File: src/rtl/parity_err_counter.sv
// Saturating count of errored frames; clear has priority over increment.
module parity_err_counter #(
    parameter int unsigned W = 4
) (
    input  logic         clk,
    input  logic         rst_n,
    input  logic         inc_i,
    input  logic         clr_i,
    output logic [W-1:0] count_o
);

    logic [W-1:0] count_q;
    logic [W-1:0] count_d;

    always_comb begin
        count_d = count_q;
        if (clr_i) begin
            count_d = '0;
        end else if (inc_i && (count_q != {W{1'b1}})) begin
            count_d = count_q + W'(1);
        end
    end

    always_ff @(posedge clk or negedge rst_n) begin
        if (!rst_n) begin
            count_q <= '0;
        end else begin
            count_q <= count_d;
        end
    end

    assign count_o = count_q;

endmodule

File: config.mk
export PLATFORM = sky130hd
export DESIGN_NAME = parity_err_counter
export DESIGN_NICKNAME = d
export VERILOG_FILES = /design/src/rtl/parity_err_counter.sv
export SDC_FILE = /design/constraint.sdc
export NUM_CORES = 1
export LEC_CHECK = 0
export ABC_CLOCK_PERIOD_IN_PS = 1750
export CAP_MARGIN = 20
export CORE_AREA = 4 4 41 43
export CTS_CLUSTER_DIAMETER = 100
export DETAILED_ROUTE_END_ITERATION = 6
export DIE_AREA = 0 0 45 47
export PLACE_DENSITY_LB_ADDON = 0.25
export SLEW_MARGIN = 25
export SYNTH_ARGS = -nofsm -noshare
export SYNTH_HDL_FRONTEND = slang
export SYNTH_SLANG_ARGS = --single-unit
File: constraint.sdc
create_clock -name clk -period 1.75 [get_ports clk]
set_input_delay 0.175 -clock clk [delete_from_list [all_inputs] [get_ports clk]]
set_output_delay 0.175 -clock clk [all_outputs]
set_load 0.02 [all_outputs]
### Yosys cells after proc, flatten, opt, wreduce, memory -nomap -nowiden

Index checks and enable logic that the tools add are counted.

* div/mod/pow operators: 0
* muxes and demuxes: 2
* order comparisons: 0
* bitwise gates (word level): 0
* shift-type cells: 0
* equal/unequal tests: 1
* add/subtract/negate cells: 1
* reduce and logical (&&, ||, !) cells: 2
* multipliers: 0

Operators by type and width (count)
* two-way mux 4 bit: 2
* adder 4 x 1 -> 4 bit (second input constant): 1
* != test 4 bit (second input constant): 1
* nonzero test 2 bit: 1
* logical AND 1 bit: 1

* output and inout port bits: 4
* memory bits (read-only): 0
* logic and storage cells: 7
* flip-flop bits (word level): 4
* memories: 0
* latch bits: 0
* memory bits (writable): 0
* input bits: 4

### Logic depth before layout (Yosys ltp)

Gate-level depths: netlist of run 1.

* depth after elaboration: 4
* gate-level depth with buffers: 4
* gate-level depth less buffers: 4

### Worst setup path before layout of run 1

OpenSTA, ideal clock, no wires.

* path kind: register to register
* start: register count_q[0], in the netlist count_o[0]
* end: register count_q[0], in the netlist count_o[0]
* buffers on the path: 0
* clock period less this slack: 1409 ps
* required time: 1625 ps
* library setup time: 125 ps
* stages on the path, launching flop included: 5
* setup slack: 341 ps
* arrival time: 1283 ps
* path through: dfrtp_1 ha_1 and3_4 nor2b_4 mux2_4

* longest elaborated chain between the ends: 3
* elaborated cells between the ends (all ways): 6

Ends and longest elaborated chain
* start: declaration: RTL line 12 `logic [W-1:0] count_q;`
* start signal: assignment: RTL line 28 `count_q <= count_d;`
* adder 4 x 1 -> 4 bit or != test 4 bit (tied branches): RTL line 20, 19
* two-way mux 4 bit or logical AND 1 bit (tied branches): RTL line 19 `end else if (inc_i && (count_q != {W{1'b1}})) begin`
* two-way mux 4 bit or nonzero test 2 bit (tied branches)

Several ways; a longest one is shown, not always the timed one. The select of a mux whose other input is x is not followed.
A chain may end at the register's enable or synchronous reset.

### Worst setup path in the final report of run 1

* start: register count_q[0], in the netlist count_o[0]
* end: output count_o[0]

RTL lines
* end: declaration: RTL line 9 `output logic [W-1:0] count_o`

No word-level cell between the ends.

==> metrics.txt, run 1 <==
# TYPE chip_impl_metric gauge
chip_impl_info{name="outcome",value="finished, final reports clean"} 1
chip_impl_metric{name="core_area",unit="sq mm"} 0.00130
chip_impl_metric{name="max_capacitance_violation_total",unit=""} 0
chip_impl_metric{name="power.share.switching",unit=""} 0.246
chip_impl_metric{name="largest_register_ffs",unit=""} 4
chip_impl_metric{name="h-tree-depth",unit=""} 1
chip_impl_metric{name="cpPeakStageDelay",unit="ns"} 0.63
chip_impl_metric{name="antenna_diode_count",unit=""} 0
chip_impl_metric{name="power-per-cell-area",unit="mW/mm^2"} 772
chip_impl_metric{name="tritoncts.num_buffers",unit=""} 3
chip_impl_metric{name="synth_seq_cells",unit=""} 4
chip_impl_metric{name="max-clock-path-buffers",unit=""} 2
chip_impl_metric{name="cts_resized",unit=""} 0
chip_impl_metric{name="design_area",unit="sq um"} 340
chip_impl_metric{name="clkSlewWorstSetupHoldPaths",unit="ns"} 0.04
chip_impl_metric{name="worst_ep_arrival_time",unit="ns"} 1.27
chip_impl_info{name="hp-class",value="in -> async"} 1
chip_impl_metric{name="floorplan.die.width",unit="um"} 45
chip_impl_metric{name="place.port_buffers",unit=""} 7
chip_impl_info{name="crit_path_start_kind",value="flip-flop"} 1
chip_impl_metric{name="fin_nets",unit=""} 37
chip_impl_metric{name="total_negative_setup_slacks",unit="ns"} 0
chip_impl_metric{name="clock-skew-final",unit="ns"} 0.00654
chip_impl_metric{name="remaining_drc_errors",unit=""} 0
chip_impl_metric{name="finalSetupViolations",unit=""} 0
chip_impl_metric{name="finalPower",unit="uW"} 263
chip_impl_metric{name="maxClockFrequency",unit="MHz"} 691
chip_impl_info{name="cts_tree",value="yes"} 1
chip_impl_metric{name="fin_crit_sh",unit=""} 0.827
chip_impl_metric{name="clkLatencyLatePin",unit="ns"} 0.24
chip_impl_metric{name="power_frac_clock",unit=""} 0.450
chip_impl_metric{name="avgViaCountPerCell",unit=""} 4.44
chip_impl_metric{name="grt_max_degree",unit=""} 7
chip_impl_metric{name="totalWireLength",unit="um"} 484
chip_impl_metric{name="post_synth_inst_count",unit=""} 20
chip_impl_metric{name="internal_power",unit="uW"} 198
chip_impl_metric{name="floorplan.die_area",unit="sq mm"} 0.00212
chip_impl_info{name="timing.critical_path.cells",value="clkdlybuf4s50_1"} 1
chip_impl_metric{name="grt_use_total",unit=""} 0.0649
chip_impl_metric{name="vias_after_detailed_routing",unit=""} 200
chip_impl_metric{name="yosysWarningCount",unit=""} 0
chip_impl_metric{name="combPwrFrac",unit=""} 0.158
chip_impl_metric{name="gr-total-overflow",unit=""} 0
chip_impl_metric{name="first_pass_iters",unit=""} 4
chip_impl_metric{name="synth_cell_types",unit=""} 15
chip_impl_metric{name="peakVddDrop",unit="mV"} 0.360
chip_impl_metric{name="critPathRequiredTime",unit="ns"} 1.57
chip_impl_metric{name="drtIter0Drc",unit=""} 4
chip_impl_metric{name="ys_seq_area_frac",unit=""} 0.437
chip_impl_metric{name="post-cts-setup-buffers",unit=""} 0
chip_impl_info{name="critical_path_class",value="reg -> out"} 1
chip_impl_metric{name="finalCriticalPeriod",unit="ns"} 1.45
chip_impl_info{name="critPathSlowestCell",value="clkdlybuf4s50_1"} 1
chip_impl_metric{name="final_max_slew_viol_count",unit=""} 0
chip_impl_metric{name="seq_power_share",unit=""} 0.393
chip_impl_metric{name="crit_fanout",unit=""} 5
chip_impl_metric{name="floorplan.initialDensity",unit=""} 0.176
chip_impl_info{name="worst_setup_path_end_kind",value="primary output"} 1
chip_impl_metric{name="synthesis.area_per_instance",unit="sq um"} 11.4
chip_impl_metric{name="finalHoldWorstSlack",unit="ns"} 0.136
chip_impl_metric{name="gpl.final_weighted_congestion",unit=""} 0.675
chip_impl_metric{name="p_switching",unit="uW"} 64.7
chip_impl_metric{name="synthesis.nets",unit=""} 25
chip_impl_metric{name="power.static_leakage",unit="nW"} 0.148
chip_impl_metric{name="ant_nets",unit=""} 0
chip_impl_info{name="worstReg2RegStart",value="count_o[0]"} 1
chip_impl_metric{name="final_layout_size_suffix_gt1_frac",unit=""} 0.233
chip_impl_metric{name="first_global_vias",unit=""} 188
chip_impl_metric{name="max_slew_margin",unit=""} 0.856
chip_impl_metric{name="cts_hold_buf",unit=""} 0
chip_impl_info{name="rr_endpoint",value="count_o[0]"} 1
chip_impl_metric{name="r2r_slack",unit="ns"} 0.38
chip_impl_metric{name="crit_buf_inv",unit=""} 1
chip_impl_metric{name="area.growth.synth_to_final",unit="%"} 48.6
chip_impl_metric{name="wl_per_cell",unit="um"} 10.8
chip_impl_metric{name="core.rowCount",unit=""} 13
chip_impl_metric{name="grt_antenna_before_repair",unit=""} 0
chip_impl_metric{name="placement.cell_area",unit="sq um"} 318
chip_impl_metric{name="worst-path-stages",unit=""} 1
chip_impl_metric{name="tightest_pin_transition",unit="ns"} 0.215
chip_impl_info{name="path_delay_family",value="buffers and inverters"} 1
chip_impl_metric{name="global_route_wire_length_before_repair",unit="um"} 848
chip_impl_metric{name="syn_std_cell_area",unit="sq um"} 229
chip_impl_metric{name="cts.sink_count",unit=""} 4
chip_impl_metric{name="r2r_cells",unit=""} 4
chip_impl_info{name="cts.root.buffer_cell",value="clkbuf_4"} 1
chip_impl_metric{name="finalHoldViolCount",unit=""} 0
chip_impl_metric{name="floorplan.io_pins",unit=""} 8
chip_impl_info{name="rsz_0062_raised_after_global_routing",value="no"} 1
chip_impl_metric{name="die_height",unit="um"} 47
[layout by cell type, fill, tap and decap left out, drive strengths merged]
cell type and count:
a21oi 2, and3 1, and4b 1, clkbuf 3
clkdlybuf4s50 7, dfrtp 4, ha 1, mux2 1
mux2i 1, nand2b 2, nand4 1, nor2 1
nor2b 2, nor3 1, o21ai 1, or2 1
[cells by family (layout without fill, tap and decap cells)]
| logic type | Yosys count | in the layout | share of synthesized area |
|---|---|---|---|
| adder cells (fa/ha/maj) | 1 | 1 | 0.0546 |
| AND/OR/NAND/NOR | 10 | 10 | 0.333 |
| multiplexers | 2 | 2 | 0.109 |
| AO/OA/AOI/OAI | 3 | 3 | 0.0656 |
| flip-flops | 4 | 4 | 0.437 |
| buffers and inverters | 0 | 10 | 0 |
[power by group through the flow]
stage	logic (mW)	registers, mW	clock network (mW)
final	0.0414	0.103	0.118
after global routing	0.0456	0.104	0.132
after CTS	0.0419	0.103	0.122
after detailed placement	0.0413	0.104	0
after global placement	0.0422	0.104	0
after floorplan	0.0144	0.109	0
[worst max path at each step]
stage	from	end	slack [ns]
2_1_floorplan	count_o[0]	count_o[0]	0.34
3_3_place_gp	count_o[0]	count_o[0]	0.39
3_5_place_dp	count_o[0]	count_o[0]	0.38
4_1_cts	count_o[0]	count_o[0]	0.29
5_1_grt	count_o[0]	count_o[0]	0.26
6_report	count_o[0]	count_o[0]	0.30
[per-layer routing]
| layer | GRT usage | vias up | share of wire |
|---|---|---|---|
| li1 | - | 93 | - |
| met1 | 0.0776 | 95 | 0.47 |
| met2 | 0.0593 | 10 | 0.39 |
| met3 | 0.0460 | 2 | 0.095 |
| met4 | 0.0877 | 0 | 0.045 |
| met5 | 0 | - | 0 |
[synth_stat cells]
library cell	number	area, sq um
and4b_2	1	11.3
nand4_1	1	6.26
a21oi_1	2	10.0
nor2b_4	1	13.8
nor2b_1	1	6.26
nor2_1	1	3.75
or2_0	1	6.26
dfrtp_1	4	100
mux2i_1	1	10.0
mux2_4	1	15.0
nor3_1	1	5.00
and3_4	1	11.3
nand2b_1	2	12.5
ha_1	1	12.5
o21ai_0	1	5.00
[through the flow]
| step | setup slack (ns) | cells | utilization |
|---|---|---|---|
| finish | 0.302 | 45 | 0.262 |
| global route | 0.257 | 45 | 0.262 |
| CTS | 0.287 | 45 | 0.262 |
| detailed placement | 0.381 | 42 | 0.244 |
| global placement | 0.394 | 42 | 0.244 |
| floorplan | 0.341 | 20 | - |
[layout make-up]
class | count | area, sq um
sequential | 4 | 100
clock buffer | 3 | 22.5
multi-input combinational | 16 | 129
tap | 15 | 18.8
timing repair buffer | 7 | 70.1
fill | 142 | 961
Note: power is estimated with default switching activity, not from simulation.
==> inputs of run 2 (changes only) <==
Settings changed: ABC_CLOCK_PERIOD_IN_PS 1750 to 1300.
Clock period 1.75 ns to 1.3 ns, I/O delays scaled along.
==> metrics.txt, run 2 (same netlist as run 1, synthesis figures left out) <==
# TYPE chip_impl_metric gauge
chip_impl_metric{name="clkLatencyLatePin",unit="ns"} 0.23
chip_impl_metric{name="final_layout_size_suffix_gt1_frac",unit=""} 0.412
chip_impl_info{name="hp-class",value="in -> async"} 1
chip_impl_metric{name="max-clock-path-buffers",unit=""} 2
chip_impl_info{name="worstReg2RegStart",value="count_o[0]"} 1
chip_impl_metric{name="critPathRequiredTime",unit="ns"} 1.42
chip_impl_metric{name="drtIter0Drc",unit=""} 3
chip_impl_metric{name="largest_register_ffs",unit=""} 4
chip_impl_metric{name="post-route-worst-setup-slack",unit="ns"} 0.0311
chip_impl_metric{name="peakVddDrop",unit="mV"} 0.431
chip_impl_metric{name="cpPeakStageDelay",unit="ns"} 0.42
chip_impl_metric{name="place.port_buffers",unit=""} 7
chip_impl_metric{name="avgViaCountPerCell",unit=""} 4.18
chip_impl_metric{name="tightest_pin_transition",unit="ns"} 0.200
chip_impl_info{name="cts.root.buffer_cell",value="clkbuf_4"} 1
chip_impl_metric{name="crit_buf_inv",unit=""} 0
chip_impl_metric{name="maxClockFrequency",unit="MHz"} 788
chip_impl_metric{name="layoutNonFillerInstCount",unit=""} 49
chip_impl_metric{name="dp_slack",unit="ns"} -0.00603
chip_impl_info{name="timing.critical_path.cells",value="ha_4, and3_4, nor2b_4, mux2_4"} 1
chip_impl_info{name="critPathSlowestCell",value="dfrtp_2"} 1
chip_impl_metric{name="gr-total-overflow",unit=""} 0
chip_impl_metric{name="grt_use_total",unit=""} 0.0713
chip_impl_info{name="path_delay_family",value="flip-flops"} 1
chip_impl_metric{name="post-place-cells",unit=""} 43
chip_impl_metric{name="fin_crit_sh",unit=""} 0.976
chip_impl_info{name="rr_endpoint",value="count_o[0]"} 1
chip_impl_metric{name="cts.sink_count",unit=""} 4
chip_impl_info{name="critical_path_class",value="reg -> reg"} 1
chip_impl_metric{name="grt_antenna_before_repair",unit=""} 0
chip_impl_metric{name="r2r_slack",unit="ns"} 0.03
chip_impl_info{name="rsz_0062_raised_after_global_routing",value="yes"} 1
chip_impl_metric{name="die_height",unit="um"} 47
chip_impl_metric{name="grt_max_degree",unit=""} 7
chip_impl_metric{name="finalHoldViolCount",unit=""} 0
chip_impl_metric{name="h-tree-depth",unit=""} 1
chip_impl_metric{name="worst_ep_arrival_time",unit="ns"} 1.38
chip_impl_metric{name="max_slew_margin",unit=""} 0.866
chip_impl_metric{name="floorplan.io_pins",unit=""} 8
chip_impl_metric{name="regArea",unit="sq um"} 103
chip_impl_metric{name="core_area",unit="sq mm"} 0.00130
chip_impl_metric{name="n_fill_cell",unit=""} 145
chip_impl_metric{name="max_capacitance_violation_total",unit=""} 0
chip_impl_metric{name="floorplan.initialDensity",unit=""} 0.176
chip_impl_metric{name="cts_hold_buf",unit=""} 0
chip_impl_info{name="crit_path_start_kind",value="flip-flop"} 1
chip_impl_metric{name="final_max_slew_viol_count",unit=""} 0
chip_impl_metric{name="wl_per_cell",unit="um"} 10.8
chip_impl_metric{name="clock-skew-final",unit="ns"} 0.00406
chip_impl_metric{name="floorplan.die.width",unit="um"} 45
chip_impl_metric{name="r2r_cells",unit=""} 4
chip_impl_info{name="most-common-layout-cells",value="dlygate4sd2_1, buf_4, clkbuf_4, clkdlybuf4s50_1"} 1
chip_impl_metric{name="global_route_wire_length_before_repair",unit="um"} 938
chip_impl_info{name="outcome",value="finished, final reports clean"} 1
chip_impl_metric{name="ant_nets",unit=""} 0
chip_impl_metric{name="first_global_vias",unit=""} 231
chip_impl_metric{name="tritoncts.num_buffers",unit=""} 3
chip_impl_metric{name="fin_nets",unit=""} 41
chip_impl_metric{name="finalSetupViolations",unit=""} 0
chip_impl_metric{name="vias_after_detailed_routing",unit=""} 205
chip_impl_metric{name="clkSlewWorstSetupHoldPaths",unit="ns"} 0.04
chip_impl_metric{name="area.growth.synth_to_final",unit="%"} 66.1
chip_impl_metric{name="totalWireLength",unit="um"} 530
chip_impl_metric{name="first_pass_iters",unit=""} 2
chip_impl_metric{name="finalCriticalPeriod",unit="ns"} 1.27
chip_impl_metric{name="floorplan.die_area",unit="sq mm"} 0.00212
chip_impl_metric{name="crit_fanout",unit=""} 3
chip_impl_metric{name="core.rowCount",unit=""} 13
chip_impl_metric{name="gpl.final_weighted_congestion",unit=""} 0.655
chip_impl_metric{name="antenna_diode_count",unit=""} 0
chip_impl_info{name="cts_tree",value="yes"} 1
chip_impl_metric{name="power.static_leakage",unit="nW"} 0.181
chip_impl_metric{name="power-per-cell-area",unit="mW/mm^2"} 954
chip_impl_metric{name="multiInputGateArea",unit="sq um"} 141
chip_impl_info{name="worst_setup_path_end_kind",value="flip-flop"} 1
chip_impl_metric{name="remaining_drc_errors",unit=""} 0
[run 2: layer usage]
metal  global-route usage  wire length, um  vias up
met5                    0                0        -
met4                0.123               19        0
met3               0.0192               42        2
met2               0.0932              234        8
met1               0.0709              234       95
li1                     -                -      100
[run 2: where the power goes]
part / internal (mW) / switching, mW / leakage (nW) / total, mW
clock network: 0.103 / 0.0506 / 0.0138 / 0.154
registers: 0.132 / 0.00681 / 0.0515 / 0.139
logic: 0.0408 / 0.0291 / 0.115 / 0.0699
total: 0.276 / 0.0866 / 0.181 / 0.363
[run 2: worst reg2reg max path, delay by kind of cell, from the launching register on]
family        cells  cell delay [ns]
mux               1             0.30
flops             1             0.42
simple gates      2             0.27
fa+ha+maj         1             0.16
[run 2: how the worst max path moves through the flow]
stage | startpoint | to | slack [ns] | cells after the start
3_5_place_dp | count_o[0] | count_o[0] | -0.006 | 4
5_1_grt | count_o[0] | count_o[0] | -0.02 | 4
2_1_floorplan | count_o[1] | count_o[0] | -0.03 | 4
4_1_cts | count_o[0] | count_o[0] | 0.02 | 4
3_3_place_gp | count_o[0] | count_o[0] | -0.003 | 4
6_report | count_o[0] | count_o[0] | 0.03 | 4
[run 2: final cells by class]
| type | instances | share of cell area |
|---|---|---|
| Clock buffer | 3 | 0.0592 |
| Multi-Input combinational cell | 16 | 0.372 |
| Sequential cell | 4 | 0.270 |
| Tap cell | 15 | 0.0493 |
| Timing Repair Buffer | 11 | 0.250 |
[run 2: through the flow]
step / util / hold slack (ns) / power, mW / setup TNS, ns / instance area, sq um
after floorplan: - / -0.166 / 0.171 / -0.0261 / 244
after global placement: 0.262 / 0.341 / 0.204 / -0.00250 / 340
after detailed placement: 0.262 / 0.360 / 0.205 / -0.00603 / 340
after CTS: 0.292 / 0.109 / 0.373 / 0 / 380
after global routing: 0.292 / 0.115 / 0.388 / -0.0196 / 380
final: 0.292 / 0.105 / 0.363 / 0 / 380
[run 2: repair_timing]
| item | in CTS | in global routing |
|---|---|---|
| gates resized for setup | 4 | 0 |
| hold endpoints to repair | 0 | 0 |
| buffers inserted | 3 | 0 |
| setup endpoints to repair | 5 | 1 |
